File: src/rtl/rtc_bus_pkg.sv
// Shared constants for the RTC multiplexed address/data bus engine:
// state encoding, default phase timings and AD-phase polarity.
package rtc_bus_pkg;

  localparam logic [2:0] ST_IDLE        = 3'd0;
  localparam logic [2:0] ST_ADDR_SETUP  = 3'd1;
  localparam logic [2:0] ST_ADDR_STROBE = 3'd2;
  localparam logic [2:0] ST_ADDR_HOLD   = 3'd3;
  localparam logic [2:0] ST_DATA_SETUP  = 3'd4;
  localparam logic [2:0] ST_DATA_STROBE = 3'd5;
  localparam logic [2:0] ST_DATA_HOLD   = 3'd6;
  localparam logic [2:0] ST_DONE        = 3'd7;

  localparam int unsigned DEF_T_SETUP = 2;
  localparam int unsigned DEF_T_PULSE = 5;
  localparam int unsigned DEF_T_HOLD  = 2;

  // Level of the ad_n pin in each half of the bus cycle.
  localparam logic AD_PHASE_ADDR = 1'b0;
  localparam logic AD_PHASE_DATA = 1'b1;

endpackage

File: src/rtl/rtc_phase_timer.sv
// Loadable down-counter shared by every bus phase; zero flags the last cycle
// of the current phase.
module rtc_phase_timer #(
  parameter int unsigned CNT_W = 4
) (
  input  logic             clk,
  input  logic             reset,
  input  logic             load,
  input  logic [CNT_W-1:0] load_value,
  output logic             zero
);

  logic [CNT_W-1:0] count_q, count_d;

  always_comb begin
    count_d = count_q;
    if (load) begin
      count_d = load_value;
    end else if (count_q != '0) begin
      count_d = count_q - 1'b1;
    end
  end

  always_ff @(posedge clk or negedge reset) begin
    if (!reset) begin
      count_q <= '0;
    end else begin
      count_q <= count_d;
    end
  end

  assign zero = (count_q == '0);

endmodule

File: src/rtl/rtc_bus_transaction.sv
// Runs one RTC multiplexed-bus read or write cycle (address phase, then data
// phase) per accepted request and pulses out_flag_done when it completes.
module rtc_bus_transaction
  import rtc_bus_pkg::*;
#(
  parameter int unsigned T_SETUP = DEF_T_SETUP,
  parameter int unsigned T_PULSE = DEF_T_PULSE,
  parameter int unsigned T_HOLD  = DEF_T_HOLD,
  parameter int unsigned CNT_W   = 4
) (
  input  logic       clk,
  input  logic       reset,
  input  logic       in_en_funcion_rtc,
  input  logic       in_funcion_w_r,
  input  logic [7:0] in_addr_ram_rtc,
  input  logic [7:0] in_dato_escritura,
  input  logic [7:0] in_ad_bus,
  output logic       out_flag_done,
  output logic [7:0] out_dato_leido,
  output logic       out_cs_n,
  output logic       out_rd_n,
  output logic       out_wr_n,
  output logic       out_ad_n,
  output logic [7:0] out_ad_bus,
  output logic       out_ad_oe,
  output logic [2:0] state_now
);

  localparam logic [CNT_W-1:0] LD_SETUP = CNT_W'(T_SETUP - 1);
  localparam logic [CNT_W-1:0] LD_PULSE = CNT_W'(T_PULSE - 1);
  localparam logic [CNT_W-1:0] LD_HOLD  = CNT_W'(T_HOLD - 1);

  logic [2:0]       state_q, state_d;
  logic             w_r_q, w_r_d;
  logic [7:0]       addr_q, addr_d;
  logic [7:0]       data_q, data_d;
  logic             timer_load;
  logic [CNT_W-1:0] timer_value;
  logic             timer_zero;
  logic             capture;

  logic             cs_n_q, cs_n_d;
  logic             rd_n_q, rd_n_d;
  logic             wr_n_q, wr_n_d;
  logic             ad_n_q, ad_n_d;
  logic             ad_oe_q, ad_oe_d;
  logic [7:0]       ad_bus_q, ad_bus_d;
  logic             done_q, done_d;
  logic [7:0]       dato_q;

  rtc_phase_timer #(
    .CNT_W(CNT_W)
  ) u_timer (
    .clk       (clk),
    .reset     (reset),
    .load      (timer_load),
    .load_value(timer_value),
    .zero      (timer_zero)
  );

  // Sequencing: each phase state lasts until the timer drains, then loads the
  // next phase's length on the same edge it advances.
  always_comb begin
    state_d     = state_q;
    w_r_d       = w_r_q;
    addr_d      = addr_q;
    data_d      = data_q;
    timer_load  = 1'b0;
    timer_value = '0;
    capture     = 1'b0;
    case (state_q)
      ST_IDLE: begin
        if (in_en_funcion_rtc) begin
          state_d     = ST_ADDR_SETUP;
          w_r_d       = in_funcion_w_r;
          addr_d      = in_addr_ram_rtc;
          data_d      = in_dato_escritura;
          timer_load  = 1'b1;
          timer_value = LD_SETUP;
        end
      end
      ST_ADDR_SETUP: begin
        if (timer_zero) begin
          state_d     = ST_ADDR_STROBE;
          timer_load  = 1'b1;
          timer_value = LD_PULSE;
        end
      end
      ST_ADDR_STROBE: begin
        if (timer_zero) begin
          state_d     = ST_ADDR_HOLD;
          timer_load  = 1'b1;
          timer_value = LD_HOLD;
        end
      end
      ST_ADDR_HOLD: begin
        if (timer_zero) begin
          state_d     = ST_DATA_SETUP;
          timer_load  = 1'b1;
          timer_value = LD_SETUP;
        end
      end
      ST_DATA_SETUP: begin
        if (timer_zero) begin
          state_d     = ST_DATA_STROBE;
          timer_load  = 1'b1;
          timer_value = LD_PULSE;
        end
      end
      ST_DATA_STROBE: begin
        if (timer_zero) begin
          state_d     = ST_DATA_HOLD;
          timer_load  = 1'b1;
          timer_value = LD_HOLD;
          capture     = ~w_r_q;
        end
      end
      ST_DATA_HOLD: begin
        if (timer_zero) begin
          state_d = ST_DONE;
        end
      end
      ST_DONE: begin
        state_d = ST_IDLE;
      end
      default: begin
        state_d = ST_IDLE;
      end
    endcase
  end

  // Pin values are decoded from the next state so they register in step with it.
  always_comb begin
    cs_n_d   = 1'b1;
    rd_n_d   = 1'b1;
    wr_n_d   = 1'b1;
    ad_n_d   = AD_PHASE_DATA;
    ad_oe_d  = 1'b0;
    ad_bus_d = '0;
    done_d   = 1'b0;
    case (state_d)
      ST_ADDR_SETUP, ST_ADDR_HOLD: begin
        cs_n_d   = 1'b0;
        ad_n_d   = AD_PHASE_ADDR;
        ad_oe_d  = 1'b1;
        ad_bus_d = addr_d;
      end
      ST_ADDR_STROBE: begin
        cs_n_d   = 1'b0;
        ad_n_d   = AD_PHASE_ADDR;
        ad_oe_d  = 1'b1;
        ad_bus_d = addr_d;
        wr_n_d   = 1'b0;
      end
      ST_DATA_SETUP, ST_DATA_HOLD: begin
        cs_n_d = 1'b0;
        if (w_r_d) begin
          ad_oe_d  = 1'b1;
          ad_bus_d = data_d;
        end
      end
      ST_DATA_STROBE: begin
        cs_n_d = 1'b0;
        if (w_r_d) begin
          ad_oe_d  = 1'b1;
          ad_bus_d = data_d;
          wr_n_d   = 1'b0;
        end else begin
          rd_n_d = 1'b0;
        end
      end
      ST_DONE: begin
        done_d = 1'b1;
      end
      default: begin
        cs_n_d = 1'b1;
      end
    endcase
  end

  always_ff @(posedge clk or negedge reset) begin
    if (!reset) begin
      state_q  <= ST_IDLE;
      w_r_q    <= 1'b0;
      addr_q   <= '0;
      data_q   <= '0;
      cs_n_q   <= 1'b1;
      rd_n_q   <= 1'b1;
      wr_n_q   <= 1'b1;
      ad_n_q   <= AD_PHASE_DATA;
      ad_oe_q  <= 1'b0;
      ad_bus_q <= '0;
      done_q   <= 1'b0;
      dato_q   <= '0;
    end else begin
      state_q  <= state_d;
      w_r_q    <= w_r_d;
      addr_q   <= addr_d;
      data_q   <= data_d;
      cs_n_q   <= cs_n_d;
      rd_n_q   <= rd_n_d;
      wr_n_q   <= wr_n_d;
      ad_n_q   <= ad_n_d;
      ad_oe_q  <= ad_oe_d;
      ad_bus_q <= ad_bus_d;
      done_q   <= done_d;
      if (capture) begin
        dato_q <= in_ad_bus;
      end
    end
  end

  assign out_flag_done  = done_q;
  assign out_dato_leido = dato_q;
  assign out_cs_n       = cs_n_q;
  assign out_rd_n       = rd_n_q;
  assign out_wr_n       = wr_n_q;
  assign out_ad_n       = ad_n_q;
  assign out_ad_bus     = ad_bus_q;
  assign out_ad_oe      = ad_oe_q;
  assign state_now      = state_q;

endmodule

File: config.mk
export PLATFORM = sky130hd
export DESIGN_NAME = rtc_bus_transaction
export DESIGN_NICKNAME = d
export VERILOG_FILES = /design/src/rtl/rtc_bus_pkg.sv /design/src/rtl/rtc_phase_timer.sv /design/src/rtl/rtc_bus_transaction.sv
export SDC_FILE = /design/constraint.sdc
export NUM_CORES = 1
export LEC_CHECK = 0
export ABC_AREA = 0
export BUFFER_PORTS_ARGS = -buffer_cell sky130_fd_sc_hd__buf_2
export CORE_MARGIN = 10
export CORE_UTILIZATION = 41
export CTS_CLUSTER_SIZE = 40
export DETAILED_ROUTE_END_ITERATION = 6
export PLACE_DENSITY = 0.62
export SLEW_MARGIN = 10
export SYNTH_ARGS = -nofsm -noshare
export SYNTH_HDL_FRONTEND = slang
export SYNTH_SLANG_ARGS = --single-unit
File: constraint.sdc
create_clock -name clk -period 4.4 [get_ports clk]
set_input_delay 0.88 -clock clk [delete_from_list [all_inputs] [get_ports clk]]
set_output_delay 0.88 -clock clk [all_outputs]
set_load 0.005 [all_outputs]
Word-level counts from Yosys, hierarchy flattened
Cells that the tools add are included.
{ "word_totals": {"register_bits": 46, "in_bits": 28, "word_cells": 74, "out_inout_bits": 25} }
{ "classes": {"n_mux": 35, "n_bitwise": 1, "addsub": 1, "n_reduce_logical": 10, "eq_ne": 14} }
{ "op_table": {"columns": ["op", "n"], "rows": [
  ["two-way mux 8 bit", 5],
  ["equality test 3 bit, second input constant", 8],
  ["two-way mux 3 bit", 8],
  ["case mux 3 bit (8 select lines)", 1],
  ["case mux 8 bit (2 select lines)", 1],
  ["two-way mux 1 bit", 14],
  ["equality test 3 x 2 -> 1 bit, second input constant", 4],
  ["case mux 3 bit (3 select lines)", 1],
  ["OR reduction 3 bit", 3],
  ["two-way mux 4 bit", 2],
  ["equality test 3 x 1 -> 1 bit, second input constant", 2],
  ["case mux 1 bit (2 select lines)", 3],
  ["OR reduction 6 bit", 1],
  ["OR reduction 5 bit", 1],
  ["logical NOT 4 bit", 1],
  ["nonzero test 4 bit", 1],
  ["subtractor 4 x 1 -> 4 bit, second input constant", 1],
  ["logical NOT 3 bit", 1],
  ["nonzero test 2 bit", 1],
  ["OR reduction 2 bit", 1],
  ["NOT 1 bit", 1]
]} }

Depth between registers and ports, before layout
{ "depth": {"depth_word": 6, "depth_mapped": 7, "ltp_nobuf": 6} }

Modules after synthesis
From an unflattened synthesis, not the netlist that was laid out.
{ "hier_totals": {"hier_cells": 166, "area_unflattened_um2": 2089.5} }
{ "by_module_without_submodules": {"columns": ["module", "area_each_um2", "n_inst", "cells_each", "seq_area_each_um2"], "rows": [
  ["rtc_bus_transaction", 1855.5, 1, 144, 1056.0],
  ["rtc_phase_timer", 234.0, 1, 22, 100.1]
]} }

Worst setup path before layout
OpenSTA, ideal clock, no wires.
{ "synth_path": {"path_kind": "input -> register", "from": "input port in_en_funcion_rtc", "to": "register ad_bus_q[6] (netlist: out_ad_bus[6])", "arrival_ns": 1.963, "t_required_ns": 4.266, "setup_time_ns": 0.134, "n_path_buf": 1, "slack_ns": 2.303, "stages": 5, "cell_sequence": "nor4b_4 -> buf_6 -> mux2_2 -> nand2b_1 -> o21ai_1"} }
{ "synth_between": {"elab_cells_between_ends": 18, "cone_classes": "6 x eq/ne; 10 x mux; 2 x reduce/logical"} }
{ "synth_rtl": {"columns": ["element", "line_no", "source"], "rows": [
  ["from (decl)", "rtc_bus_transaction.sv:13", "input logic in_en_funcion_rtc,"],
  ["two-way mux 8 bit", "rtc_bus_transaction.sv:73", "if (in_en_funcion_rtc) begin"],
  ["two-way mux 8 bit", "rtc_bus_transaction.sv:71", "case (state_q)"],
  ["net addr_d[6]", "rtc_bus_transaction.sv:35", "logic [7:0] addr_q, addr_d;"],
  ["case mux 8 bit (2 select lines)", "rtc_bus_transaction.sv:141", "case (state_d)"],
  ["net ad_bus_d[6]", "rtc_bus_transaction.sv:47", "logic [7:0] ad_bus_q, ad_bus_d;"],
  ["to (signal assigned)", "rtc_bus_transaction.sv:205", "ad_bus_q <= ad_bus_d;"],
  ["to (decl)", "rtc_bus_transaction.sv:47", null]
]} }
The timed path passes the listed nets, and every way through them passes these cells.
A chain may end at the register's enable or synchronous reset.

Worst setup path after layout
{ "layout_path": {"from": "register state_q[2] (netlist: state_now[2])", "to": "output port state_now[2]"} }
{ "layout_rtl": {"columns": ["element", "line_no", "source"], "rows": [
  ["from (decl)", "rtc_bus_transaction.sv:33", "logic [2:0] state_q, state_d;"],
  ["from (signal assigned)", "rtc_bus_transaction.sv:196", "state_q <= state_d;"],
  ["to (decl)", "rtc_bus_transaction.sv:26", "output logic [2:0] state_now"]
]} }
No word-level cell between the ends.

==> results.sh <==
export IMPL_instances_no_fill=285
export IMPL_cts_setup_buffers=0
export IMPL_syn_inst=166
export IMPL_fin_util_pct=50.5
export IMPL_critPathSlowestCell="dfrtp_1"
export IMPL_hold_viol=0
export IMPL_firstDrtPassIters=4
export IMPL_hold_buffers=0
export IMPL_gp_congestion=0.726
export IMPL_h_tree_depth=2
export IMPL_synth_edf_count=0
export IMPL_multiInputGateArea_um2=759
export IMPL_fin_skew_ns=0.00437
export IMPL_wl_met1_um=1850
export IMPL_pin_count=53
export IMPL_grt_pass1_wl_um=7220
export IMPL_maxCapViolCount=0
export IMPL_wl_per_cell_um=14.7
export IMPL_p_total_mw=1.64
export IMPL_synthArstFlopShare_pct=100
export IMPL_grtUsageTotal_pct=10.8
export IMPL_rsz0062_at_grt="no"
export IMPL_synth_seq_area_share_pct=57.2
export IMPL_syn_nets=195
export IMPL_power_density_nw_per_um2=684
export IMPL_dp_cells=277
export IMPL_clock_sinks=46
export IMPL_synth_most_common_cell="dfrtp_1"
export IMPL_via_per_inst=4.79
export IMPL_synth_top_area_share_pct=52.0
export IMPL_die_x_um=90.2
export IMPL_worst_slew_pin_slew_ns=0.974
export IMPL_slew_limit_headroom_pct=35.0
export IMPL_antenna_cells=0
export IMPL_nets=246
export IMPL_path_cells="buf_2"
export IMPL_grt_pass1_vias=1406
export IMPL_fin_crit_sh_pct=50.1
export IMPL_yosysTopAreaCell="dfrtp_1"
export IMPL_clk_pin_slew_worst_paths_ns=0.08
export IMPL_cts_resized=0
export IMPL_cts_tree="done"
export IMPL_core_area_um2=4750
export IMPL_vdd_drop_max_uv=271
export IMPL_die_area_um2=8130
export IMPL_maxSlewViolCount=0
export IMPL_worstHoldPathType="reg2reg"
export IMPL_synth_common_cells="dfrtp_1 (42), mux2_2 (15), inv_1 (11)"
export IMPL_crit_arrival_ns=1.32
export IMPL_timing_final_crit_period_ns=2.20
export IMPL_path_class="reg2out"
export IMPL_clock_latency_ns=0.29
export IMPL_seq_area_um2=1160
export IMPL_worstSetupEndpointType="output port"
export IMPL_crit_family="flip-flops"
export IMPL_pre_cts_ws_ns=2.04
export IMPL_antenna_left=0
export IMPL_critPathBufInv=1
export IMPL_avgSynthCellArea_um2=12.2
export IMPL_nFillCells=467
export IMPL_fmax_ghz=0.454
export IMPL_finalSetupTns_ns=0
export IMPL_fin_ws_ns=2.20
export IMPL_initial_core_util_pct=42.5
export IMPL_layout_drive_gt1_share_pct=39.0
export IMPL_numPortBuffers=52
export IMPL_ys_flop_type="dfrtp_1"
export IMPL_top_layer_used="met4"
export IMPL_synth_area_um2=2020
export IMPL_drc=0
export IMPL_die_h_um=90.2
export IMPL_synth_seq_cells=46
export IMPL_numCtsBuffers=5
export IMPL_met2_wirelength_um=1990
export IMPL_cts_buffer_depth=2
export IMPL_grt_max_degree=47
export IMPL_setup_viol=0
export IMPL_cts_root_buf="clkbuf_8"
export IMPL_leakagePower_nw=1.14
export IMPL_worstSetupStartpointType="flip-flop"
export IMPL_route_vias_total=1365
export IMPL_fp_row_count=25
export IMPL_synth_distinct_cells=38
export IMPL_hpwl_um=3020
export IMPL_synth_warnings=0
export IMPL_routed_wl_um=4180
export IMPL_status="finished clean"
export IMPL_drtIter0Drc=76
export IMPL_critPathMaxFanout=20
export IMPL_cp_slowest_stage_delay_ns=0.80
export IMPL_synth_area_leaders="dfrtp_1 (52%), mux2_2 (8.4%), dfstp_2 (5.2%)"
export IMPL_required_ns=3.52
export IMPL_wl_met3_um=260
export IMPL_antenna_found_initial=0
export IMPL_gr_total_overflow=0
export IMPL_area_growth_pct=19.0
[area by class of cell]
class | instances | area share (%)
Tap cell | 67 | 3.49
Timing Repair Buffer | 54 | 11.5
Clock inverter | 2 | 0.573
Multi-Input combinational cell | 99 | 31.6
Clock buffer | 6 | 3.02
Sequential cell | 46 | 48.1
Inverter | 11 | 1.72
[logic make-up (layout without fill, tap and decap cells)]
logic type | count (synthesis) | in the layout | synth area share [%]
adder cells (fa/ha/maj) | 1 | 1 | 0.619
XOR/XNOR | 1 | 1 | 0.434
AND/OR/NAND/NOR | 41 | 41 | 12.5
buffers and inverters | 21 | 73 | 5.14
flip-flops | 46 | 46 | 57.2
AO/OA/AOI/OAI | 31 | 31 | 10.5
multiplexers | 25 | 25 | 13.6
[routing by layer]
metal,track usage [%],up-vias
li1,-,671
met1,13.7,651
met2,16.2,35
met3,3.82,8
met4,4.51,0
met5,0,-
[flip-flops by register name, summed over array words and instances (netlist names)]
name and count:
addr_q 8, out_flag_done 1, out_dato_leido 8, out_ad_bus 8, u_timer.count_q 4, out_cs_n 1, out_ad_oe 1, state_now 3
out_rd_n 1, out_ad_n 1, w_r_q 1, data_q 8, out_wr_n 1
[power by group]
part / internal [mW] / switching [mW] / total (mW) / leakage (nW)
clock: 0.112 / 0.138 / 0.250 / 0.0452
combinational: 0.325 / 0.312 / 0.636 / 0.553
sequential: 0.628 / 0.128 / 0.756 / 0.545
[per-stage QoR]
stage | hold WS (ns) | instance area, µm²
global route | 0.510 | 2400
detailed placement | 0.467 | 2320
CTS | 0.488 | 2400
finish | 0.482 | 2400
floorplan | 0.447 | 2020
global placement | 0.464 | 2320
[placed cells by master, fill, tap and decap left out, types with 2 or more instances in the layout]
cell	n
buf_2	52
dfrtp_1	42
mux2_2	15
inv_1	11
nor2_1	9
nand2b_1	9
o21ai_1	9
mux2i_1	8
nand2_1	7
o21ai_0	6
clkbuf_8	5
dfstp_2	4
a211oi_1	3
a21oi_1	3
nor3b_1	3
nor2b_1	3
nor3_1	2
a22oi_1	2
a2bb2oi_1	2
buf_4	2
[final timing paths]
path / start / end / slack [ns] / cells past startpoint
min in group asynchronous: reset / state_now[1]$_DFF_PN0_ / 0.74 / 1
hold reg to reg: data_q[7]$_DFF_PN0_ / data_q[7]$_DFF_PN0_ / 0.48 / 2
hold / removal: data_q[7]$_DFF_PN0_ / data_q[7]$_DFF_PN0_ / 0.48 / 2
setup reg to reg: state_now[2]$_DFF_PN0_ / out_wr_n$_DFF_PN1_ / 2.28 / 5
setup / recovery: state_now[2]$_DFF_PN0_ / state_now[2] / 2.20 / 1
max in group asynchronous: reset / out_dato_leido[6]$_DFFE_PN0P_ / 3.06 / 1
No activity file was read; power rests on OpenSTA's default activity.
